**src/rtl/shift_unit_pipe.sv**
```systemverilog
// shift_unit_pipe
//   Pipelined shift / bit-manipulation unit for the ALU execute stage.
//   Operations (in_func): 100 SL, 000 SRL, 001 SRA, 010 LUI, 011 HAM (popcount),
//   101 ROL, 110 ROR, 111 CLZ. Every operation has a latency of STAGES cycles
//   when the output is not stalled, and results leave in accept order.
//
// Ports
//   clk, rst              clock, synchronous active-high reset
//   in_valid / in_ready   operation handshake (in_ready = !out_valid || out_ready)
//   in_x, in_y            data operand, shift amount / LUI immediate
//   in_func, in_tag       operation select, sideband tag carried to out_tag
//   out_valid / out_ready result handshake
//   out_c, out_tag        result and tag of the operation that produced it
//
// The log2 network (barrel shifter, SWAR popcount tree, CLZ binary search) has
// SHAMT_W levels. They are dealt out over the STAGES register slots as evenly
// as possible, so a slot may hold zero levels when STAGES > SHAMT_W.
module shift_unit_pipe #(
    parameter int WIDTH   = 32,
    parameter int SHAMT_W = $clog2(WIDTH),
    parameter int STAGES  = 2,
    parameter int TAG_W   = 5
) (
    input  logic              clk,
    input  logic              rst,
    input  logic              in_valid,
    output logic              in_ready,
    input  logic [WIDTH-1:0]  in_x,
    input  logic [WIDTH-1:0]  in_y,
    input  logic [2:0]        in_func,
    input  logic [TAG_W-1:0]  in_tag,
    output logic              out_valid,
    input  logic              out_ready,
    output logic [WIDTH-1:0]  out_c,
    output logic [TAG_W-1:0]  out_tag
);

    localparam int CNT_W = SHAMT_W + 1;

    localparam logic [2:0] F_SRL = 3'b000;
    localparam logic [2:0] F_SRA = 3'b001;
    localparam logic [2:0] F_LUI = 3'b010;
    localparam logic [2:0] F_HAM = 3'b011;
    localparam logic [2:0] F_SL  = 3'b100;
    localparam logic [2:0] F_ROL = 3'b101;
    localparam logic [2:0] F_ROR = 3'b110;
    localparam logic [2:0] F_CLZ = 3'b111;

    // val is the working word: shifted data, partial popcount fields, or the
    // CLZ-normalised operand. cnt accumulates the CLZ count.
    typedef struct packed {
        logic               valid;
        logic [2:0]         func;
        logic [TAG_W-1:0]   tag;
        logic [SHAMT_W-1:0] sh;
        logic [CNT_W-1:0]   cnt;
        logic [WIDTH-1:0]   val;
    } stage_t;

    // Popcount level j: mask selecting the low half of each 2^(j+1)-bit field.
    function automatic logic [WIDTH-1:0] ham_mask(input int j);
        logic [WIDTH-1:0] m;
        for (int i = 0; i < WIDTH; i++) begin
            m[i] = (((i >> j) % 2) == 0);
        end
        return m;
    endfunction

    // Apply network levels lo..hi-1. Shifts and popcount walk levels from the
    // smallest distance up; CLZ walks them from the largest distance down.
    function automatic stage_t run_levels(input stage_t st, input int lo, input int hi);
        stage_t           r;
        int               a;
        logic [WIDTH-1:0] top;
        r = st;
        for (int j = 0; j < SHAMT_W; j++) begin
            if (j >= lo && j < hi) begin
                a = 1 << j;
                case (r.func)
                    F_SL:  if (r.sh[j]) r.val = r.val << a;
                    F_SRL: if (r.sh[j]) r.val = r.val >> a;
                    F_SRA: if (r.sh[j]) r.val = $signed(r.val) >>> a;
                    F_ROL: if (r.sh[j]) r.val = (r.val << a) | (r.val >> (WIDTH - a));
                    F_ROR: if (r.sh[j]) r.val = (r.val >> a) | (r.val << (WIDTH - a));
                    F_HAM: r.val = (r.val & ham_mask(j)) + ((r.val >> a) & ham_mask(j));
                    F_CLZ: begin
                        a   = 1 << (SHAMT_W - 1 - j);
                        top = ~({WIDTH{1'b1}} >> a);
                        if ((r.val & top) == '0) begin
                            r.cnt = r.cnt + CNT_W'(a);
                            r.val = r.val << a;
                        end
                    end
                    default: ;
                endcase
            end
        end
        return r;
    endfunction

    // After the binary search the MSB is set unless the operand was zero, in
    // which case the count is one short of WIDTH.
    function automatic logic [WIDTH-1:0] finalize_val(input stage_t st);
        logic [WIDTH-1:0] r;
        r = st.val;
        if (st.func == F_CLZ) begin
            r = WIDTH'(st.cnt + CNT_W'(!st.val[WIDTH-1]));
        end
        return r;
    endfunction

    logic   adv;
    stage_t entry;

    assign adv      = !out_valid || out_ready;
    assign in_ready = adv;

    always_comb begin
        entry       = '0;
        entry.valid = in_valid;
        entry.func  = in_func;
        entry.tag   = in_tag;
        entry.sh    = in_y[SHAMT_W-1:0];
        entry.val   = (in_func == F_LUI) ? (in_y << (WIDTH / 2)) : in_x;
    end

    // Intermediate slots. Data only loads with a valid op, so bubbles leave the
    // previous contents in place and the output stays 0 until the first result.
    for (genvar s = 0; s < STAGES - 1; s++) begin : g_mid
        localparam int LO = (s * SHAMT_W) / STAGES;
        localparam int HI = ((s + 1) * SHAMT_W) / STAGES;
        stage_t src;
        stage_t q;

        if (s == 0) begin : g_from_entry
            assign src = entry;
        end else begin : g_from_prev
            assign src = g_mid[s-1].q;
        end

        always_ff @(posedge clk) begin
            if (rst) begin
                q <= '0;
            end else if (adv) begin
                if (src.valid) q <= run_levels(src, LO, HI);
                else           q.valid <= 1'b0;
            end
        end
    end

    // Final slot holds only what leaves the unit.
    localparam int LAST_LO = ((STAGES - 1) * SHAMT_W) / STAGES;
    stage_t last_src;

    if (STAGES == 1) begin : g_last_direct
        assign last_src = entry;
    end else begin : g_last_pipe
        assign last_src = g_mid[STAGES-2].q;
    end

    always_ff @(posedge clk) begin
        if (rst) begin
            out_valid <= 1'b0;
            out_c     <= '0;
            out_tag   <= '0;
        end else if (adv) begin
            out_valid <= last_src.valid;
            if (last_src.valid) begin
                out_c   <= finalize_val(run_levels(last_src, LAST_LO, SHAMT_W));
                out_tag <= last_src.tag;
            end
        end
    end

endmodule

```
**config.mk**
```make
export PLATFORM = sky130hd
export DESIGN_NAME = shift_unit_pipe
export DESIGN_NICKNAME = d
export VERILOG_FILES = /design/src/rtl/shift_unit_pipe.sv
export SDC_FILE = /design/constraint.sdc
export NUM_CORES = 1
export LEC_CHECK = 0
export CORE_ASPECT_RATIO = 1.1
export CORE_MARGIN = 2
export CORE_UTILIZATION = 30
export CTS_CLUSTER_DIAMETER = 80
export DETAILED_ROUTE_END_ITERATION = 10
export GPL_ROUTABILITY_DRIVEN = 1
export GPL_TIMING_DRIVEN = 0
export HOLD_SLACK_MARGIN = 0.12
export PLACE_DENSITY = 0.45
export REMOVE_ABC_BUFFERS = 1
export SKIP_CTS_REPAIR_TIMING = 1
export SYNTH_ARGS = -nofsm -noshare
export SYNTH_HDL_FRONTEND = slang
export SYNTH_SLANG_ARGS = --single-unit
```
**constraint.sdc**
```tcl
create_clock -name clk -period 6.3 [get_ports clk]
set_input_delay 0.945 -clock clk [delete_from_list [all_inputs] [get_ports clk]]
set_output_delay 0.945 -clock clk [all_outputs]
set_load 0.05 [all_outputs]
```
==> metrics.cfg <==
[status]
outcome = complete, no violations

[yosys]
synthArstFlopShare = 0
synth_seq_cells = 84
synthTopCellsByArea = dfxtp_1 13%, a21oi_1 8.2%, ha_1 7.9%
yosysTopAreaCell = dfxtp_1
ys_seq_area_frac = 0.129
yosys_warnings = 0
synth_flop_cell = dfxtp_1
synth-edff-count = 0
synth_top_area_share = 0.129
netlist_area_um2 = 13000
syn_avg_cell_area_um2 = 6.91
synthCells = 1884
synth_cell_types = 86

[place]
dpl_worst_slack_ps = -2020
portBuffers = 98
dp.final_hpwl_um = 52800
dp_cells = 2402
routabilityCongestion = 0.993

[sta]
setup-violations-final = 0
hold_violations = 0
grt_setup_unrepaired = no
setup_slack_ps = 177
worstMarginPinSlew_ps = 1340
fin_crit_sh = 0.972
whs_ps = 454
relSlewSlack = 0.103
max_clock_freq_mhz = 163
min_period_ps = 6120
drv_slew = 0
fin_skew_ps = 14.5

[floorplan]
io_pins = 115
start_util = 0.302
fp.dieW_um = 203
core-area_um2 = 43100
dieHeight_um = 222
die_area_um2 = 45100
std_cell_rows = 80

[worst_setup_path]
r2r_start = g_mid[0].q[9]
cp.required_ps = 6580
r2r_end = out_c[15]
crit_fanout = 13
reg2reg_depth = 24
crit_type = reg2reg
arrival_ps = 6400
cp-end-kind = register
r2r_slack_ps = 180
cp-start-kind = register

[clock_network]
cts_root_buffer = clkbuf_16
cts_sinks = 84
tritoncts = built
clk_pin_slew_ps = 70
clk_latency_ps = 380
clock_path_buffers = 2
cts_buffers = 9
htree_levels = 3

[layout]
fin_cells = 2462
multi_input_area_um2 = 10800
antennaDiodeCount = 0
finalCoreUtilization = 0.358
mostFrequentLayoutCells = 221 x nand2_1, 198 x a21oi_1, 131 x nor2_1, 131 x o21ai_0, 93 x clkdlybuf4s50_1
synthToLayoutAreaGrowth_pct = 18.5
drive_above_1_share = 0.106
fin_nets = 2056
fillCellCount = 4684
final_common_cell = nand2_1
register_area_um2 = 1730

[worst_hold_path]
min_to = out_tag[2]
min_from = g_mid[0].q[45]
hold_depth = 2
hold_class = reg2reg

[pwr]
power_mw = 2.81
peakVddDrop_mv = 0.115
powerDensity_nw_per_um2 = 182
p_leak_nw = 5.80

[routing]
drt_iter0_drc = 2074
drt-met1-wl_um = 28200
via_count = 16400
wl_met2_um = 34100
wl_met3_um = 6010
routed.top_layer = met4
drc = 0
wirelength_um = 74300
ant_nets = 0
drt_first_pass_iters = 6
vias_per_cell = 6.64
wire_per_inst_um = 30.2

[global_routing]
grt_max_degree = 78
overflow = 0
grt_pass1_vias = 15200
grt_usage = 0.315
antenna_found_initial = 0
grt_pass1_wl_um = 106000

[run]
drv_cap = 0

==> cells in the mapped netlist (19+ instances only) <==
master / number
nor3_1: 31
a21oi_1: 212
mux2i_1: 58
dfxtp_1: 84
and2_1: 25
o21ai_0: 137
ha_1: 82
nand2b_1: 21
nand3_1: 46
a31oi_1: 23
a211oi_1: 34
inv_1: 49
o22ai_1: 28
o21a_1: 22
clkbuf_1: 138
a21o_1: 25
a221oi_1: 57
o211ai_1: 42
a222oi_1: 20
a221o_1: 20
nor2_1: 137
a22oi_1: 24
a22o_1: 19
nand2_1: 223
==> area by class of cell <==
type                       instances  share of cell area
clock inverter                     6             0.00608
multi-input combinational       1579               0.702
timing repair inverter             1            0.000324
clock buffer                      10              0.0155
tap                              574              0.0466
inverter                          50              0.0124
timing repair buffer             158               0.105
sequential                        84               0.112
==> metrics by stage <==
| stage | setup TNS, ps | area, µm² |
|---|---|---|
| 5_1_grt | 0 | 15400 |
| 2_1_floorplan | -1860 | 12300 |
| 4_1_cts | -53670 | 14700 |
| 3_5_place_dp | -67760 | 14400 |
| 3_3_place_gp | -210820 | 14000 |
| 6_report | 0 | 15400 |
==> per-layer routing <==
metal | global-route usage | vias to the layer above
met4 | 0.207 | 0
met3 | 0.0546 | 273
met1 | 0.378 | 7925
met5 | 0 | -
li1 | - | 7200
met2 | 0.516 | 953
==> sequential cells by signal (all words and copies together), names as in the netlist <==
name	count
g_mid.q	46
out_c	32
out_valid	1
out_tag	5
==> how the worst max path moves through the flow <==
stage,from,end,slack [ps],cells past startpoint
after detailed placement,g_mid[0].q[30],out_c[16],-2020,18
after global placement,g_mid[0].q[50],out_c[14],-5080,18
after global routing,in_func[0],g_mid[0].q[14],1,17
after CTS,g_mid[0].q[30],out_c[16],-2050,18
final,g_mid[0].q[9],out_c[15],180,24
after floorplan,g_mid[0].q[49],out_c[14],-350,22
==> power breakdown <==
| part | switching [mW] | total (mW) | internal (mW) |
|---|---|---|---|
| registers | 0.121 | 0.686 | 0.565 |
| logic | 0.981 | 1.51 | 0.531 |
| clock network | 0.252 | 0.613 | 0.361 |
==> critical path, cell delays in order (launching register included) <==
cell	delay, ps
dfxtp_2	650
fa_1	470
nand2b_1	140
a22o_1	230
a211oi_4	430
o21ai_4	150
o21a_1	170
ha_1	280
a21o_1	200
a21oi_1	210
o21ai_0	210
a21o_1	240
a21oi_1	270
xnor2_1	130
a21oi_2	250
nor2_1	90
ha_1	270
or4_1	550
nor2_1	120
nor2_1	50
o21ai_1	130
o21ai_1	160
a21boi_1	270
xnor2_1	110
a31o_2	240
==> cells by family after synthesis <==
| kind of cell | synth area share |
|---|---|
| compound gates | 0.413 |
| xor+xnor | 0.0215 |
| fa+ha+maj | 0.102 |
| buf+inv | 0.0668 |
| flops | 0.129 |
| mux | 0.0573 |
| simple gates | 0.210 |
Note: power is estimated with default switching activity, not from simulation.
